===== src/rtl/ecrc_pkg.sv =====
// Shared ECRC constants, FSM state type and the final ECRC mapping used by
// both the TX generator and the RX checker.
package ecrc_pkg;

  localparam int          DW_WIDTH = 32;
  localparam logic [31:0] POLY     = 32'h04C1_1DB7;
  localparam logic [31:0] SEED     = 32'hFFFF_FFFF;

  typedef enum logic {
    ST_IDLE  = 1'b0,
    ST_ACCUM = 1'b1
  } state_t;

  // Complement the CRC register, then bit-reverse each byte to form the ECRC DW.
  function automatic logic [31:0] ecrc_final(input logic [31:0] crc);
    logic [31:0] w_c;
    logic [31:0] w_m;
    w_c = ~crc;
    w_m = '0;
    for (int b = 0; b < 4; b++) begin
      for (int i = 0; i < 8; i++) begin
        w_m[8*b+i] = w_c[8*b+7-i];
      end
    end
    return w_m;
  endfunction

endpackage


===== src/rtl/ecrc_lfsr_dw.sv =====
// Combinational CRC-32 step over up to DW_NUM DWs of one beat, DW0 first,
// each DW fed MSB first. DWs at index >= i_len_dw leave the CRC untouched.
module ecrc_lfsr_dw
  import ecrc_pkg::*;
#(
  parameter  int DATA_WIDTH = 256,
  localparam int DW_NUM     = DATA_WIDTH / DW_WIDTH,
  localparam int CNT_W      = $clog2(DW_NUM) + 1
) (
  input  logic [31:0]           i_crc_in,
  input  logic [DATA_WIDTH-1:0] i_msg,
  input  logic [CNT_W-1:0]      i_len_dw,
  output logic [31:0]           o_crc_out
);

  always_comb begin
    logic [31:0] w_c;
    logic        w_fb;
    w_c  = i_crc_in;
    w_fb = 1'b0;
    for (int d = 0; d < DW_NUM; d++) begin
      if (d < int'(i_len_dw)) begin
        for (int k = 0; k < DW_WIDTH; k++) begin
          w_fb = w_c[31] ^ i_msg[DATA_WIDTH-1-DW_WIDTH*d-k];
          w_c  = {w_c[30:0], 1'b0} ^ (w_fb ? POLY : 32'h0);
        end
      end
    end
    o_crc_out = w_c;
  end

endmodule


===== config.mk =====
export PLATFORM = sky130hd
export DESIGN_NAME = ecrc_lfsr_dw
export DESIGN_NICKNAME = d
export VERILOG_FILES = /design/src/rtl/ecrc_pkg.sv /design/src/rtl/ecrc_lfsr_dw.sv
export SDC_FILE = /design/constraint.sdc
export NUM_CORES = 1
export LEC_CHECK = 0
export BUFFER_PORTS_ARGS = -buffer_cell sky130_fd_sc_hd__buf_4
export CAP_MARGIN = 20
export CORE_AREA = 3 3 184 321
export DETAILED_ROUTE_END_ITERATION = 7
export DIE_AREA = 0 0 187 324
export GPL_TIMING_DRIVEN = 0
export PLACE_DENSITY = 0.84
export SETUP_SLACK_MARGIN = 0.05
export SLEW_MARGIN = 10
export SYNTH_ARGS = -nofsm -noshare
export SYNTH_HDL_FRONTEND = slang
export SYNTH_SLANG_ARGS = --single-unit

===== constraint.sdc =====
create_clock -name vclk -period 38.6
set_input_delay 3.86 -clock vclk [all_inputs]
set_output_delay 3.86 -clock vclk [all_outputs]
set_load 0.03 [all_outputs]

==> metrics, run 1 <==
Synth Area in XOR/XNOR 0.887; multiplexer share of the synthesized area 0.0433; post-DR wirelength/cell 33.4 µm; vias in the first global route 26,973; largest family of logic cells by synthesized area XOR/XNOR gates; GRT met2 Usage 0.770; global-route wire length before repair 190,000 µm; Max-slew headroom 0.120; Compound-Gate Fraction of Synth Area 0.0352; initial antenna violation count 5; routability cong. 1.16; busiest grt layer met2; Total Die Area 60,600 µm²; delay of the slowest cell on the worst path 1.00 ns; Layout fillers approximately 4,400; Seq/Total Area, Yosys 0; Crit Path Category in2out; Reg area 0 µm²; # setup viols final 0; Final Max Slew Viols 0; cells after synthesis 2,934; CTS resizes 0; met3 Resource Use GR 0.102; Final Util 0.693; Cell Area, Synth around 36,000 µm²; antenna viol nets, final 0; Final Critical Period 37.79 ns; met1 Resource Use GR 0.395; DR vias/cell 6.19; Hold Buf Count CTS 0; Max Freq approximately 26 MHz; Die W 187 µm; wirelength, routed 135,000 µm; FFs & Latches 0; I/O Pins roughly 320; Initial Util 0.633; hold path depth 5; critical path's most frequent cell xnor3_1; Max Fanout on Critical Path 7; Hold EP o_crc_out[22]; Final Cycle Share 0.979; All-Layer GR Usage 0.438; most frequent cells in the layout 1,000 x xnor2_1, 620 x xnor3_1, 427 x xor2_1; hold_sp i_msg[12]; CP Data Arrival Time roughly 34 ns; die height 324 µm; core area 57,000 µm²; startpoint types input port; input/output buffers 316; DR DRC count 0; slowest CP cell mux2i_1; post-DP HPWL between 100,000 and 150,000 µm; clkbuf count 0; RSZ-0062 raised after global routing no; status completed; fraction of layout cells with a size suffix above 1 0.176; Starting DRT DRC Count 1,747; number of setup buffers added after CTS 0; Row Count 116; Setup crit end kind output port; Nets around 3,600; Post-Syn Nets 3,226; Avg Inst Size Synth 12.3 µm²; Vias 24,956; Worst-Margin Slew roughly 1.3 ns; worst endpoint required time 34.74 ns; maxcap violations 0; most common cell after layout, fill and taps aside xnor2_1; drt pass-1 iters 5; largest net degree at the start of global routing 11; final hold vios 0; distinct cell type count after synthesis 61; Yosys warnings 0; TNS Setup 0 ns; worst min-delay path class in2out; Remaining Overflow, GRT 0; simple-gate area share of the yosys netlist 0.0265; Post-Synth Adder-Cell Area 0; Layout Area Growth over Synthesis 9.47%
-- Yosys cell counts (8+ instances only) --
master	n	area [µm²]
a21oi_1	71	355
a21oi_2	12	105
buf_1	16	60.1
buf_2	8	40.0
clkbuf_1	40	150
mux2_2	15	169
mux2i_1	100	1000
mux2i_2	9	124
mux2i_4	12	270
nand2_1	82	308
nor2_1	96	360
o211ai_1	8	60.1
o21a_1	8	60.1
o21ai_0	37	185
o21ai_1	13	65.1
xnor2_1	1000	8760
xnor2_2	69	1120
xnor2_4	17	468
xnor3_1	620	14000
xnor3_2	34	808
xor2_1	427	3740
xor2_2	27	439
xor2_4	11	303
xor3_1	92	2190
xor3_2	10	250
-- cells by family (layout without fill, tap and decap cells) --
kind of cell / after synthesis / after routing
other: 0 / 4
multiplexers: 136 / 136
buffers and inverters: 73 / 398
XOR/XNOR: 2307 / 2307
AND/OR/NAND/NOR: 223 / 223
AO/OA/AOI/OAI: 195 / 195
-- worst max-delay path, delay by kind of cell --
family                    cells  cell delay, ns
AOI/OAI and AO/OA             4            1.42
xor gates and xnor gates     52           25.61
buffers and inverters         2            0.34
muxes                         4            2.63
-- worst max-delay path by stage --
stage | startpoint | end | slack [ns] | cells past startpoint
2_1_floorplan | i_msg[251] | o_crc_out[11] | 7.98 | 60
3_3_place_gp | i_crc_in[18] | o_crc_out[11] | 1.41 | 62
3_5_place_dp | i_crc_in[18] | o_crc_out[11] | 1.19 | 62
4_1_cts | i_crc_in[18] | o_crc_out[11] | 1.10 | 62
5_1_grt | i_crc_in[18] | o_crc_out[7] | 0.60 | 62
6_report | i_crc_in[18] | o_crc_out[7] | 0.81 | 62
-- final cells by class --
class	instances	area (µm²)	share of cell area
plain buffers	66	269	0.00680
diodes	4	10.0	0.000253
multi-input cells	2861	35800	0.906
well taps	767	960	0.0243
inverters	7	26.3	0.000664
repair buffers	325	2440	0.0618
-- metal layers --
layer,share of wire,up-vias
met5,0.00012,-
met3,0.077,743
met2,0.49,1643
li1,-,10611
met1,0.29,11957
met4,0.14,2
-- metrics by stage --
step                hold slack (ns)  cells  cell area [µm²]  setup slack (ns)
finish                         8.54   4030            39500             0.806
global route                   8.58   4027            39500             0.599
CTS                            8.52   4019            39500              1.10
detailed placement             8.51   4019            39500              1.19
global placement               8.52   4017            39500              1.41
floorplan                      8.19   2934            36100              7.98
Power of run 1 is not shown: default switching activity piles up to over one toggle a cycle in this logic, so the estimate is an artifact.
==> run 2: changes to the inputs <==
--- a/config.mk
+++ b/config.mk
@@ -7,9 +7,9 @@
 export LEC_CHECK = 0
 export BUFFER_PORTS_ARGS = -buffer_cell sky130_fd_sc_hd__buf_4
 export CAP_MARGIN = 20
-export CORE_AREA = 3 3 184 321
+export CORE_AREA = 3 3 242 244
 export DETAILED_ROUTE_END_ITERATION = 7
-export DIE_AREA = 0 0 187 324
+export DIE_AREA = 0 0 245 247
 export GPL_TIMING_DRIVEN = 0
 export PLACE_DENSITY = 0.84
 export SETUP_SLACK_MARGIN = 0.05
@@ -17,3 +17,4 @@
 export SYNTH_ARGS = -nofsm -noshare
 export SYNTH_HDL_FRONTEND = slang
 export SYNTH_SLANG_ARGS = --single-unit
+export TNS_END_PERCENT = 100
==> run 2 against run 1 <==
Net effect: first-iteration DRC count is 47% higher; hold slack improved by 0.023 ns; design area is 0.19% lower; die area decreased by 0.12%; utilization rose by 0.54 points; maximum frequency is 2.0% higher; final cell count decreased by 0.50%; critical endpoint is now o_crc_out[11].
==> metrics, run 2 (synthesis results as in run 1) <==
status completed; Final Instance Count excl. Fillers 4,010; initial antenna violation count 5; clkbuf count 0; Final Cycle Share 0.960; worst min-delay path class in2out; Setup crit end kind output port; CTS resizes 0; Max Fanout on Critical Path 9; Worst-Margin Slew roughly 1.1 ns; # setup viols final 0; most frequent cells in the layout 999 x xnor2_1, 620 x xnor3_1, 427 x xor2_1; TNS Setup 0 ns; worst endpoint required time roughly 35 ns; antenna viol nets, final 0; Max-slew headroom 0.231; die height roughly 250 µm; Layout Area Growth over Synthesis 9.26%; FFs & Latches 0; global-route wire length before repair 170,000 µm; wirelength, routed around 120,000 µm; Hold Buf Count CTS 0; placed cells between 4,000 and 5,000; DR vias/cell 6.10; input/output buffers about 320; RSZ-0062 raised after global routing no; Crit Path Category in2out; CP Data Arrival Time 33.18 ns; number of setup buffers added after CTS 0; critical path's most frequent cell xnor3_1; Initial Util 0.639; DR DRC count 0; Total Die Area 60,500 µm²; final hold vios 0; Die W ~250 µm; Nets 3,546; largest net degree at the start of global routing 11; post-DR wirelength/cell 29.4 µm; All-Layer GR Usage 0.384; routability cong. 1.02; startpoint types input port; core area 56,500 µm²; most common cell after layout, fill and taps aside xnor2_1; Layout fillers 4,180; Vias around 24,000; Starting DRT DRC Count 2,560; Final Max Slew Viols 0; Remaining Overflow, GRT 0; I/O Pins 324; fraction of layout cells with a size suffix above 1 0.174; Max Freq roughly 27 MHz; maxcap violations 0; drt pass-1 iters 6; Reg area 0 µm²; Row Count 87; vias in the first global route roughly 25,000; delay of the slowest cell on the worst path 0.88 ns; slowest CP cell mux2i_1; Final Critical Period 37.04 ns; post-DP HPWL 102,000 µm
==> run 2: changes by cell type in the layout (fill, tap and decap cells not counted) <==
cell,previous run,this run
diode_2,4,2
xnor2_1,1000,999
xnor2_2,69,70
mux2i_2,11,9
buf_4,324,319
buf_6,2,1
o21ai_0,36,37
mux2i_1,98,100
o21ai_1,14,13
clkbuf_4,1,0
==> run 2: worst paths after layout <==
check                         from            end  slack [ns]  cells after the start
worst max-delay path  i_crc_in[25]  o_crc_out[11]        1.56                     62
worst min-delay path     i_msg[12]  o_crc_out[22]        8.56                      5
==> run 2: per-stage QoR <==
| step | hold WS, ns | util | area, µm² | worst slack (ns) |
|---|---|---|---|---|
| 6_report | 8.56 | 0.699 | 39500 | 1.56 |
| 5_1_grt | 8.61 | 0.699 | 39500 | 0.923 |
| 4_1_cts | 8.59 | 0.698 | 39500 | 2.17 |
| 3_5_place_dp | 8.59 | 0.698 | 39500 | 2.27 |
| 3_3_place_gp | 8.58 | 0.698 | 39400 | 2.75 |
| 2_1_floorplan | 8.19 | - | 36100 | 7.98 |
==> run 2: per-layer routing <==
layer / GRT usage / vias up / wire [µm]
met5: 0 / - / 35
met2: 0.623 / 1517 / 54200
met1: 0.521 / 12120 / 45600
li1: - / 10581 / -
met3: 0.0667 / 242 / 12400
met4: 0.144 / 6 / 5580
==> run 2: area by class of cell <==
cell class	count	area, µm²	area share
multi-input combinational	2861	35800	0.908
timing repair buffer	318	2390	0.0605
tap	756	946	0.0240
buffer	66	269	0.00682
inverter	7	26.3	0.000666
antenna	2	5.00	0.000127
==> run 2: worst max-delay path: cells and delay by family <==
kind | cells | cell delay [ns]
compound gates | 3 | 1.79
xor+xnor | 52 | 24.52
buf+inv | 2 | 0.35
mux | 5 | 2.61
Power of run 2 is left out for the same reason.
